[config.mk]
export PLATFORM = sky130hd
export DESIGN_NAME = color_lut_loader
export DESIGN_NICKNAME = d
export VERILOG_FILES = /design/src/rtl/color_lut_loader.sv
export SDC_FILE = /design/constraint.sdc
export NUM_CORES = 1
export LEC_CHECK = 0
export CAP_MARGIN = 20
export CORE_AREA = 2 2 76 78
export DETAILED_ROUTE_END_ITERATION = 6
export DIE_AREA = 0 0 78 80
export MAX_ROUTING_LAYER = met4
export PLACE_DENSITY_LB_ADDON = 0.2
export SYNTH_ARGS = -nofsm -noshare
export SYNTH_HDL_FRONTEND = slang
export SYNTH_SLANG_ARGS = --single-unit
[constraint.sdc]
create_clock -name p_clk -period 1.5 [get_ports p_clk]
set_input_delay 0.3 -clock p_clk [delete_from_list [all_inputs] [get_ports p_clk]]
set_output_delay 0.3 -clock p_clk [all_outputs]
set_load 0.005 [all_outputs]
[src/rtl/color_lut_loader.sv]
// Sequences a full 3D-LUT table from a host stream into the colour-mapping config port, starting only at vsync.
// Latency: one cycle from an accepted entry to o_cfg_valid/o_cfg_data; status pulses align with that cfg beat.
// Backpressure: s_ready is high only in LOAD/FLUSH; the loader never stalls an accepted stream (one entry per cycle).
module color_lut_loader #(
  parameter int GS     = 33,
  parameter int LUT_CD = 8,
  parameter bit VS_POL = 1'b1,
  localparam int N     = GS * GS * GS,
  localparam int CW    = $clog2(N + 1)
) (
  input  logic                  p_clk,
  input  logic                  p_rst,
  input  logic                  i_vs,
  input  logic                  i_load_req,
  input  logic [LUT_CD*3-1:0]   s_data,
  input  logic                  s_valid,
  input  logic                  s_last,
  output logic                  s_ready,
  output logic [LUT_CD*3-1:0]   o_cfg_data,
  output logic                  o_cfg_valid,
  output logic                  o_cfg_last,
  output logic                  o_busy,
  output logic                  o_done,
  output logic                  o_err,
  output logic [1:0]            o_err_code,
  output logic [CW-1:0]         o_entry_cnt
);

  typedef enum logic [1:0] {
    ST_IDLE    = 2'd0,
    ST_WAIT_VS = 2'd1,
    ST_LOAD    = 2'd2,
    ST_FLUSH   = 2'd3
  } state_t;

  localparam logic [CW-1:0] LAST_IDX = CW'(N - 1);
  localparam logic [1:0]    ERR_NONE  = 2'd0;
  localparam logic [1:0]    ERR_SHORT = 2'd1;
  localparam logic [1:0]    ERR_LONG  = 2'd2;

  state_t state;
  logic   vs_q;
  logic   vs_start;
  logic   xfer;

  // Only the entry of vsync into its active level opens a load window.
  assign vs_start = (i_vs == VS_POL) && (vs_q != VS_POL);

  // Entries are accepted while loading, and swallowed while flushing an over-long stream.
  assign s_ready  = (state == ST_LOAD) || (state == ST_FLUSH);
  assign o_busy   = (state != ST_IDLE);
  assign xfer     = s_valid && s_ready;

  // Loader FSM with registered cfg beat, status pulses, error code and entry count.
  always_ff @(posedge p_clk) begin
    if (p_rst) begin
      state       <= ST_IDLE;
      vs_q        <= ~VS_POL;
      o_cfg_data  <= '0;
      o_cfg_valid <= 1'b0;
      o_cfg_last  <= 1'b0;
      o_done      <= 1'b0;
      o_err       <= 1'b0;
      o_err_code  <= ERR_NONE;
      o_entry_cnt <= '0;
    end else begin
      vs_q        <= i_vs;
      o_cfg_valid <= 1'b0;
      o_cfg_last  <= 1'b0;
      o_done      <= 1'b0;
      o_err       <= 1'b0;
      case (state)
        ST_IDLE: begin
          if (i_load_req) begin
            state       <= ST_WAIT_VS;
            o_entry_cnt <= '0;
            o_err_code  <= ERR_NONE;
          end
        end
        ST_WAIT_VS: begin
          // vs_start cannot be seen in the request cycle, since we were still IDLE then.
          if (vs_start) begin
            state <= ST_LOAD;
          end
        end
        ST_LOAD: begin
          if (xfer) begin
            o_cfg_data  <= s_data;
            o_cfg_valid <= 1'b1;
            o_entry_cnt <= o_entry_cnt + CW'(1);
            if (o_entry_cnt == LAST_IDX) begin
              // Table is complete either way; a missing s_last means the host keeps sending.
              o_cfg_last <= 1'b1;
              if (s_last) begin
                o_done <= 1'b1;
                state  <= ST_IDLE;
              end else begin
                o_err      <= 1'b1;
                o_err_code <= ERR_LONG;
                state      <= ST_FLUSH;
              end
            end else if (s_last) begin
              // Stream ended early: RAM keeps a partial table without a last marker.
              o_err      <= 1'b1;
              o_err_code <= ERR_SHORT;
              state      <= ST_IDLE;
            end
          end
        end
        ST_FLUSH: begin
          if (xfer && s_last) begin
            state <= ST_IDLE;
          end
        end
        default: state <= ST_IDLE;
      endcase
    end
  end

endmodule

==> flow_metrics.py <==
metrics = {
    "outcome": {
        "outcome": "finished, violations left",
        "violations": "negative setup slack",
    },
    "place": {
        "place_congestion": 0.819,
        "dp_slack_ns": -0.516,
        "dp.final_hpwl_um": 4090,
        "port_buffers": 77,
        "placed_cell_area_mm2": 0.00324,
    },
    "synth": {
        "synth_ff_type": "dfxtp_1",
        "yosysSeqAreaShare_pct": 47.8,
        "synthTopCellsByCount": "54 x nand2_1, 49 x dfxtp_1, 32 x a21oi_1, 14 x clkbuf_1, 12 x nor2_1",
        "synth_most_common_cell": "nand2_1",
        "syn_area_mm2": 0.00205,
        "synth.area.top_cells": "dfxtp_1 48%, nand2_1 9.9%, a21oi_1 7.8%",
        "synth_seq_cells": 49,
        "synth_area_per_cell_um2": 8.44,
        "synth_cells": 243,
        "synth_top_area_share_pct": 47.8,
        "async_reset_ff_share_pct": 0,
        "synth_top_area_cell": "dfxtp_1",
        "syn_nets": 275,
        "synth-edff-count": 0,
        "synth_warnings": 0,
        "synth_cell_types": 45,
    },
    "critical_path": {
        "reg2reg_from": "o_entry_cnt[8]",
        "r2r_cells": 5,
        "cp-start-kind": "flip-flop",
        "r2r_setup_slack_ns": -0.12,
        "worstPathArrival_ns": 1.84,
        "worst_setup_path_end_kind": "flip-flop",
        "crit_type": "reg2reg",
        "rr_endpoint": "o_err_code[1]",
        "crit_path_max_fanout": 6,
        "critPathRequiredTime_ns": 1.72,
        "critPathLaunch": "o_entry_cnt[8]",
        "critPathCapture": "o_err_code[1]",
    },
    "clock_network": {
        "cts_made_buffers": 5,
        "cts_tree": "yes",
        "cts_num_sinks": 49,
        "clock_path_buffers": 2,
        "clockRootBuffer": "clkbuf_8",
        "clk_pin_slew_worst_paths_ns": 0.10,
        "htree_levels": 2,
        "clock_latency_ns": 0.31,
        "hold_buffers": 0,
    },
    "drt": {
        "ant_nets": 0,
        "routedWlPerCell_um": 12.9,
        "viasPerCell": 4.88,
        "firstDrtPassIters": 4,
        "routed_wl_um": 5680,
        "drc": 0,
        "num_vias": 2153,
        "drtIter0Drc": 53,
    },
    "global_route": {
        "gr-total-overflow": 0,
        "met3_usage_pct": 5.66,
        "grt_most_used_layer": "met2",
        "grt_max_degree": 21,
        "grt_use_met1_pct": 22.4,
        "antenna_found_initial": 0,
        "use_met2_pct": 31.1,
        "grt_pass1_vias": 2014,
        "grt_first_pass_wirelength_um": 9180,
        "track_usage_pct": 19.1,
    },
    "layout": {
        "nFillCells": 489,
        "final_area_mm2": 0.00356,
        "area_growth_pct": 73.4,
        "nets": 400,
        "insertedDiodeCount": 0,
        "drive_gt1_share_pct": 29.8,
    },
    "timing": {
        "worstMarginPinSlew_ns": 0.264,
        "rsz0062_at_grt": "yes",
        "relSlewSlack_pct": 82.0,
        "setup_ws_ns": -0.117,
        "fmax_mhz": 619,
        "period_share_pct": 108,
        "slew_viol_final": 0,
        "finalClockSkew_ns": 0.00661,
        "fin_crit_ns": 1.62,
        "finalHoldViolations": 0,
        "setup_viol": 9,
    },
    "floorplan": {
        "die_w_um": 78,
        "die_area_mm2": 0.00624,
        "coreArea_mm2": 0.00541,
        "io_pins": 78,
        "start_util_pct": 38.0,
        "fp-row-count": 27,
        "die_y_um": 80,
    },
    "power_and_ir_drop": {
        "p_leak_nw": 1.59,
        "ir_worst_vdd_uv": 569,
        "cellPowerDensity_mw_per_mm2": 679,
    },
    "hold_path": {
        "min_path_type": "reg2reg",
    },
    "flow_run": {
        "drv_cap": 0,
    },
}
-- placed cells by master (no fill, tap or decap), types with 5 or more instances in the layout --
cell	count
nand2_1	54
buf_4	52
clkdlybuf4s50_1	46
a21oi_1	30
dfxtp_1	30
dlygate4sd2_1	15
dfxtp_2	14
dlymetal6s2s_1	14
nor2_1	12
or3_1	7
inv_1	6
o21ai_0	6
clkbuf_8	5
dfxtp_4	5
buf_6	5
-- power breakdown --
| part | internal, mW | switching (mW) | leakage, nW |
|---|---|---|---|
| registers | 1.31 | 0.00964 | 0.407 |
| logic | 0.179 | 0.120 | 1.14 |
| clock network | 0.329 | 0.471 | 0.0407 |
-- cells by family (layout without fill, tap and decap cells) --
kind of cell	after synthesis	count (layout)	share of synthesized area [%]
AO/OA/AOI/OAI	49	49	14.0
XOR/XNOR	7	7	2.99
adder cells (fa/ha/maj)	2	2	1.22
buffers and inverters	21	147	3.90
flip-flops	49	49	47.8
multiplexers	2	2	1.04
AND/OR/NAND/NOR	113	113	29.0
-- critical path, stage by stage (launching register included) --
cell and delay, ns:
dfxtp_2 0.33, or4_4 0.53, nor4_4 0.24, buf_6 0.18, a211oi_4 0.06, o32ai_2 0.20
-- worst min-delay path by stage --
| stage | startpoint | to | slack [ns] | cells past startpoint |
|---|---|---|---|---|
| floorplan | p_rst | o_cfg_valid | 0.42 | 1 |
| global placement | o_cfg_data[8] | o_cfg_data[8] | 0.44 | 2 |
| detailed placement | o_cfg_data[10] | o_cfg_data[10] | 0.45 | 2 |
| CTS | o_cfg_data[10] | o_cfg_data[10] | 0.46 | 2 |
| global route | o_cfg_data[14] | o_cfg_data[14] | 0.48 | 2 |
| finish | o_cfg_data[10] | o_cfg_data[10] | 0.45 | 2 |
-- layer usage --
metal | wire length [um] | share of wire [%]
met5 | 0 | 0
met4 | 109 | 1.9
met3 | 352 | 6.2
met2 | 2760 | 49
met1 | 2450 | 43
-- per-stage QoR --
stage,hold slack (ns),setup TNS [ns],utilization [%],cells,power (mW)
after floorplan,0.418,-0.192,-,243,1.45
after global placement,0.441,-10.99,59.9,421,1.63
after detailed placement,0.448,-11.37,59.9,421,1.63
after CTS,0.460,-0.480,63.0,438,2.43
after global routing,0.481,-1.26,65.8,441,2.52
final,0.455,-0.461,65.8,441,2.42
-- flip-flops by register name, summed over array words and instances, names as in the netlist --
register     cells
o_err_code       2
o_cfg_valid      1
vs_q             1
o_entry_cnt     16
o_cfg_last       1
o_cfg_data      24
state            2
o_done           1
o_err            1
-- layout make-up --
type                    instances  area, um^2  share of cell area (%)
clock inverters                 3        21.3                   0.598
inverters                       6        22.5                   0.633
flip-flops and latches         49        1020                    28.6
clock buffers                   5        68.8                    1.93
multi-input cells             173        1110                    31.3
repair buffers                133        1220                    34.4
well taps                      72        90.1                    2.53
-- repair_timing --
item	in CTS	in global routing
pin swaps	13	9
setup buffers	9	3
gates resized for setup	39	36
endpoints found under the setup margin	32	35
cloned	0	0
(Power assumes the default switching activity.)
